==> src/rtl/prb_pkg.sv <==
// rtl/prb_pkg.sv - shared types and bit helpers for the early-termination controller
// Helpers work on up to 32-bit words; callers pass the live width and slice the result.
package prb_pkg;

   localparam int PRB_MAXW = 32;

   typedef enum logic [1:0] {
      IDLE = 2'd0,
      CALC = 2'd1,
      RUN  = 2'd2
   } prb_state_e;

   // Reverse the low w bits of v; bits at or above w come back as zero.
   function automatic logic [PRB_MAXW-1:0] bitrev(input logic [PRB_MAXW-1:0] v, input int w);
      logic [PRB_MAXW-1:0] r;
      r = '0;
      for (int i = 0; i < PRB_MAXW; i++) begin
         if (i < w) r[5'(w - 1 - i)] = v[i];
      end
      return r;
   endfunction

   // Trailing zeros within the low w bits; an all-zero word yields w.
   function automatic int tzc(input logic [PRB_MAXW-1:0] v, input int w);
      int n;
      n = w;
      for (int i = PRB_MAXW - 1; i >= 0; i--) begin
         if (i < w && v[i]) n = i;
      end
      return n;
   endfunction

endpackage

==> src/rtl/prb_tzc.sv <==
// rtl/prb_tzc.sv - combinational trailing-zero counter, W for an all-zero word
module prb_tzc
   import prb_pkg::*;
#(
   parameter int W  = 8,
   parameter int ZW = $clog2(W + 1)
) (
   input  logic [W-1:0]  x_i,
   output logic [ZW-1:0] cnt_o
);

   assign cnt_o = ZW'(tzc(PRB_MAXW'(x_i), W));

endmodule

==> src/rtl/prb_et_ctrl.sv <==
// rtl/prb_et_ctrl.sv - early-termination controller: finds the exact stream length per job
// and streams bit-reversed comparison values with per-channel completion flags.
module prb_et_ctrl
   import prb_pkg::*;
#(
   parameter int W    = 8,
   parameter int N    = 4,
   parameter int CORR = 0,
   parameter int ZW   = $clog2(W + 1)
) (
   input  logic          clk,
   input  logic          rst_n,
   input  logic          in_valid,
   output logic          in_ready,
   input  logic [W-1:0]  Bxs [N-1:0],
   input  logic          et_en,
   output logic [W-1:0]  rn,
   output logic          out_valid,
   input  logic          out_ready,
   output logic          out_last,
   output logic [N-1:0]  ch_active,
   output logic [ZW-1:0] z_min
);

   localparam logic [W-1:0] ONES = '1;

   prb_state_e     state_q;
   logic           in_ready_q;
   logic           et_q;
   logic [W-1:0]   bxs_q [N-1:0];
   logic [ZW-1:0]  t_q   [N-1:0];
   logic [W-1:0]   k_q;
   logic [W-1:0]   rn_q;
   logic [ZW-1:0]  z_min_q;
   logic           out_valid_q;
   logic           out_last_q;
   logic [N-1:0]   ch_active_q;

   logic [W-1:0]   or_w;
   logic [ZW-1:0]  z_raw;
   logic [ZW-1:0]  z_eff;
   logic [ZW-1:0]  t_raw [N-1:0];
   logic [ZW-1:0]  t_eff [N-1:0];
   logic [W-1:0]   k_nx;
   logic [N-1:0]   ch_nx;

   always_comb begin
      or_w = '0;
      for (int j = 0; j < N; j++) or_w = or_w | bxs_q[j];
   end

   prb_tzc #(.W(W), .ZW(ZW)) u_tzc_or (.x_i(or_w), .cnt_o(z_raw));

   // The shared-length build never looks at individual operand lengths.
   if (CORR == 0) begin : g_ch
      for (genvar j = 0; j < N; j++) begin : g_tzc
         prb_tzc #(.W(W), .ZW(ZW)) u_tzc (.x_i(bxs_q[j]), .cnt_o(t_raw[j]));
      end
   end else begin : g_corr
      for (genvar j = 0; j < N; j++) begin : g_zero
         assign t_raw[j] = '0;
      end
   end

   assign z_eff = et_q ? z_raw : '0;
   assign k_nx  = k_q + W'(1);

   always_comb begin
      for (int j = 0; j < N; j++) begin
         t_eff[j] = (CORR != 0 || !et_q) ? z_eff : t_raw[j];
         ch_nx[j] = (k_nx <= (ONES >> t_q[j]));
      end
   end

   always_ff @(posedge clk or negedge rst_n) begin
      if (!rst_n) begin
         state_q     <= IDLE;
         in_ready_q  <= 1'b1;
         et_q        <= 1'b0;
         k_q         <= '0;
         rn_q        <= '0;
         z_min_q     <= '0;
         out_valid_q <= 1'b0;
         out_last_q  <= 1'b0;
         ch_active_q <= '0;
         for (int j = 0; j < N; j++) begin
            bxs_q[j] <= '0;
            t_q[j]   <= '0;
         end
      end else begin
         case (state_q)
            IDLE: begin
               if (in_valid) begin
                  bxs_q      <= Bxs;
                  et_q       <= et_en;
                  in_ready_q <= 1'b0;
                  state_q    <= CALC;
               end
            end
            CALC: begin
               z_min_q     <= z_eff;
               t_q         <= t_eff;
               k_q         <= '0;
               rn_q        <= '0;
               out_valid_q <= 1'b1;
               out_last_q  <= (z_eff == ZW'(W));
               ch_active_q <= '1;
               state_q     <= RUN;
            end
            RUN: begin
               if (out_ready) begin
                  if (out_last_q) begin
                     rn_q        <= '0;
                     out_valid_q <= 1'b0;
                     out_last_q  <= 1'b0;
                     ch_active_q <= '0;
                     in_ready_q  <= 1'b1;
                     state_q     <= IDLE;
                  end else begin
                     k_q         <= k_nx;
                     rn_q        <= W'(bitrev(PRB_MAXW'(k_nx), W));
                     out_last_q  <= (k_nx == (ONES >> z_min_q));
                     ch_active_q <= ch_nx;
                  end
               end
            end
            default: state_q <= IDLE;
         endcase
      end
   end

   assign in_ready  = in_ready_q;
   assign rn        = rn_q;
   assign out_valid = out_valid_q;
   assign out_last  = out_last_q;
   assign ch_active = ch_active_q;
   assign z_min     = z_min_q;

endmodule

==> config.mk <==
export PLATFORM = sky130hd
export DESIGN_NAME = prb_et_ctrl
export DESIGN_NICKNAME = d
export VERILOG_FILES = /design/src/rtl/prb_pkg.sv /design/src/rtl/prb_tzc.sv /design/src/rtl/prb_et_ctrl.sv
export SDC_FILE = /design/constraint.sdc
export NUM_CORES = 1
export LEC_CHECK = 0
export BUFFER_PORTS_ARGS = -buffer_cell sky130_fd_sc_hd__buf_2
export CORE_UTILIZATION = 58
export DETAILED_ROUTE_END_ITERATION = 16
export GPL_TIMING_DRIVEN = 1
export PLACE_DENSITY_LB_ADDON = 0.15
export SYNTH_ARGS = -nofsm -noshare
export SYNTH_HDL_FRONTEND = slang
export SYNTH_SLANG_ARGS = --single-unit
export TNS_END_PERCENT = 30
==> constraint.sdc <==
create_clock -name clk -period 3.1 [get_ports clk]
set_input_delay 0.62 -clock clk [delete_from_list [all_inputs] [get_ports clk]]
set_output_delay 0.62 -clock clk [all_outputs]
set_load 0.05 [all_outputs]
# Word-level counts from Yosys, hierarchy flattened
# Cells that the tools add are included.
# Widths: inputs -> output; s select.
# totals
regBits	78
input_bits	37
out_inout_bits	19
wordCells	115
# op_classes
add_sub_neg	1
magnitude_cmp	4
n_eq_ne	8
shift	5
n_mux	68
bitwise_logic	3
reduce_logical	9
# ops
cell	n
$mux 4	47
$shr 8x4->8 const A	5
$le 8x8->1	4
$mux 8	4
$pmux 8 s2	2
$or 8x8->8	3
$reduce_and 3->1	3
$add 8x1->8 const B	1
$eq 8x8->1	1
$ne 2x2->1 const B	4
$pmux 4 s2	1
$mux 1	7
$mux 2	3
$pmux 1 s2	3
$pmux 2 s3	1
$eq 4x4->1 const B	1
$reduce_and 2->1	2
$reduce_and 4->1	1
$reduce_bool 2->1	2
$eq 2x1->1 const B	1
$eq 2x2->1 const B	1
$logic_not 2->1	1

# Depth between registers and ports, before layout
# logic_depth
word_depth	14
mapped_depth	11
mapped_depth_nobuf	11

# Cells and area by module
# Synthesis repeated with hierarchy kept, for this count alone.
# hier_totals
cells_unflattened	506
hier_area_um2	4778.3
# by_module_without_submodules
module	n_inst	cells_each	area_each_um2	seq_area_each_um2
prb_et_ctrl	1	436	4346.7	1953.1
prb_tzc	5	14	86.3	0.0

# Least setup slack after synthesis
# Ideal clock, no wire load.
# synth_path
path_kind	register to register
from	register k_q[0]
to	register ch_active_q[3] (netlist: ch_active[3])
setup_ps	67
arrival_time_ps	2505
t_required_ps	3033
slack_ps	528
stages_incl_launch_ff	12
path_buffers	0
synth_period_minus_slack_ps	2572
cell_sequence	dfrtp_1 > ha_1 > nand3_1 > nor2_1 > xnor2_1 > inv_1 > ha_1 > nand4_1 > or4_1 > a31oi_1 > o22ai_1 > nand2_1
# synth_between
elab_chain_cells	5
# synth_lines
element	line	text
from (decl)	prb_et_ctrl.sv:32	logic [W-1:0] k_q;
from (signal assigned)	prb_et_ctrl.sv:120	k_q <= k_nx;
$add 8x1->8	prb_et_ctrl.sv:66	assign k_nx = k_q + W'(1);
$le 8x8->1	prb_et_ctrl.sv:71	ch_nx[j] = (k_nx <= (ONES >> t_q[j]));
$mux 4	prb_et_ctrl.sv:112	if (out_last_q) begin
$mux 4	prb_et_ctrl.sv:111	if (out_ready) begin
$pmux 4 s2	prb_et_ctrl.sv:91	case (state_q)
to (signal assigned)	prb_et_ctrl.sv:123	ch_active_q <= ch_nx;
to (decl)	prb_et_ctrl.sv:37	logic [N-1:0] ch_active_q;
# Every way passes these cells. The select of a mux whose other input is x is not followed.
# A chain may end at the register's enable or synchronous reset.

# Worst setup path after layout
# layout_path
from	register k_q[1]
to	register ch_active_q[3] (netlist: ch_active[3])
# Same word-level chain as after synthesis.

==> results.json <==
{
  "critical_path_class": "reg -> reg",
  "setup_viol": 0,
  "synth_nets": 531,
  "postCtsHoldBufs": 0,
  "period_share": 0.883,
  "syn_area_mm2": 0.00452,
  "gp_routability_congestion": 0.889,
  "cp_max_fo": 8,
  "drv_slew": 0,
  "rsz0062_at_grt": "false",
  "drt_wl_total_um": 10200,
  "critPathCaptureType": "flop",
  "crit_required_ns": 3.40,
  "gr-total-overflow": 0,
  "hold_viol": 0,
  "peakVddDrop_mv": 0.508,
  "place_hpwl_um": 7520,
  "startpoint_type": "flop",
  "drt_iter0_markers": 166,
  "clk_pin_slew_ns": 0.09,
  "postCtsSetupBuffers": 0,
  "clk_latency_ns": 0.36,
  "ys_types": 52,
  "synthArstFlopShare": 1.00,
  "hold_ws_ns": 0.390,
  "via_per_inst": 5.96,
  "fmax_mhz": 365,
  "routedWlPerCell_um": 16.4,
  "route.detailed.drc": 0,
  "final_area_mm2": 0.00511,
  "fin_total_pwr_mw": 4.20,
  "skew_ns": 0.00787,
  "vias": 3719,
  "timing.rr.end": "ch_active[3]",
  "yosysWarnings": 0,
  "r2r_start": "k_q[1]",
  "timing.slew.headroom": 0.379,
  "core_area_mm2": 0.00741,
  "nets": 590,
  "initial_utilization": 0.610,
  "cap_violations": 0,
  "outcome": "finished clean",
  "utilization": 0.689,
  "io_pins": 56,
  "cp-endpoint": "ch_active[3]",
  "drive_above_1_share": 0.240,
  "cp.arrival_ns": 3.04,
  "grt_pass1_vias": 3692,
  "r2r_cells": 11,
  "p_leak_nw": 2.61,
  "cts_buffers": 9,
  "grt_max_degree": 79,
  "post_cts_resize_count": 0,
  "ys_seq_area_frac": 0.432,
  "area_growth_pct": 13.0,
  "ys_seq_elements": 78,
  "worst_pin_slew_ns": 0.932,
  "htree_levels": 3,
  "ys_dominant_reg_cell": "dfrtp_1",
  "powerDensity_mw_per_mm2": 823,
  "crit_path_start": "k_q[1]",
  "grt_pass1_wl_um": 17500,
  "clockRootBuffer": "clkbuf_8",
  "insertedDiodeCount": 0,
  "cts_tree": "done",
  "synthCells": 461,
  "port_buffers": 55,
  "period_needed_ns": 2.74,
  "synth-edff-count": 0,
  "antenna_found_initial": 0,
  "placed_cell_area_mm2": 0.00490,
  "fp.dieArea_mm2": 0.00815,
  "hold_class": "in -> async",
  "clock-sinks": 78,
  "rows": 31,
  "postSynthAreaPerCell_um2": 9.80,
  "final.setup.tns_ns": 0,
  "grt.total_usage": 0.272,
  "first_pass_iters": 4,
  "dieHeight_um": 90.3,
  "cts_buffer_depth": 2,
  "die_x_um": 90.3,
  "ant_nets": 0,
  "rrSetupSlack_ns": 0.36
}
## placed cells by master (no fill, tap or decap), types with 3 or more instances in the layout
master / instances
a21o_1: 15
a21oi_1: 20
a22o_1: 11
buf_2: 54
buf_4: 6
clkbuf_8: 10
dfrtp_1: 77
ha_1: 33
inv_1: 14
mux2_2: 28
nand2_1: 58
nand2b_1: 5
nand3_1: 10
nand4_1: 7
nor2_1: 31
nor2b_1: 7
nor3_1: 8
nor3b_1: 3
nor4_1: 11
o21a_1: 6
o21ai_0: 37
o21bai_1: 6
o31ai_1: 7
or2_2: 9
or3_1: 4
xnor2_1: 3
xor2_1: 5
## registers in the layout (all words and copies together), names as in the netlist, 2 cells and up
register   count
bxs_q         32
ch_active      4
k_q            8
rn             8
state_q        2
t_q           16
z_min          4
## synth_stat cells (3+ instances only)
library cell	n	area (µm²)
o21bai_1	6	45.0
xnor2_1	3	26.3
nand4_1	7	43.8
or3_1	4	25.0
nor2b_1	7	43.8
nor4_1	11	68.8
nand2b_1	5	31.3
ha_1	33	413
a21oi_1	20	100
or2_2	9	56.3
buf_1	3	11.3
o21ai_0	37	185
xor2_1	5	43.8
o31ai_1	7	52.6
nor2_1	32	120
a22o_1	11	96.3
nor3b_1	3	22.5
inv_1	14	52.6
nand3_1	10	50.1
clkbuf_1	6	22.5
mux2_2	28	315
nor3_1	8	40.0
a21o_1	15	113
dfrtp_1	77	1930
nand2_1	58	218
o21a_1	6	45.0
## per-layer routing
metal / part of all wire / up-vias / global-route usage
met4: 0.030 / 0 / 0.121
met5: 0 / - / 0
met1: 0.45 / 1756 / 0.353
li1: - / 1801 / -
met3: 0.049 / 29 / 0.0446
met2: 0.47 / 133 / 0.451
## cells by family (layout without fill, tap and decap cells)
kind of cell	count (synthesis)	in the layout	share of synthesized area
flops	78	78	0.432
xor+xnor	10	10	0.0227
buf+inv	26	90	0.0252
mux	28	28	0.0698
fa+ha+maj	33	33	0.0914
simple gates	168	168	0.189
compound gates	118	118	0.170
## worst min-delay path by stage
stage                         endpoint  slack, ns  cells past startpoint
final                     ch_active[2]       0.39                      1
after global routing         bxs_q[27]       0.47                      2
after CTS                        rn[5]       0.43                      1
after detailed placement         rn[3]       0.46                      1
after global placement        in_ready       0.44                      2
after floorplan               bxs_q[0]       0.32                      0
## area by class of cell
cell class	instances	area [µm²]
sequential	78	1950
inverter	14	52.6
fill	606	2300
timing repair buffer	60	315
clock inverter	6	68.8
clock buffer	10	138
multi-input combinational	357	2450
tap	99	124
## power by group
part           switching [mW]  leakage (nW)  internal (mW)  total [mW]
Sequential              0.445         0.981           1.35        1.80
Combinational           0.896          1.53          0.704        1.60
Clock                   0.405         0.103          0.400       0.804
Total                    1.75          2.61           2.46        4.20
## critical path, cell delays in order (launching register included)
cell and delay (ns):
dfrtp_1 0.42, ha_1 0.25, nand3_1 0.13, nor2_1 0.06, xnor2_1 0.27, inv_1 0.22, ha_1 0.35, nand4_1 0.11
or4_1 0.52, a31oi_1 0.18, o22ai_1 0.10, nand2_1 0.08
## metrics by stage
| step | setup slack [ns] | std cells |
|---|---|---|
| final | 0.363 | 624 |
| after global routing | 0.109 | 624 |
| after CTS | 0.387 | 624 |
| after detailed placement | 0.397 | 608 |
| after global placement | 0.513 | 608 |
| after floorplan | 0.528 | 461 |
Power figures use the tool's default switching activity.
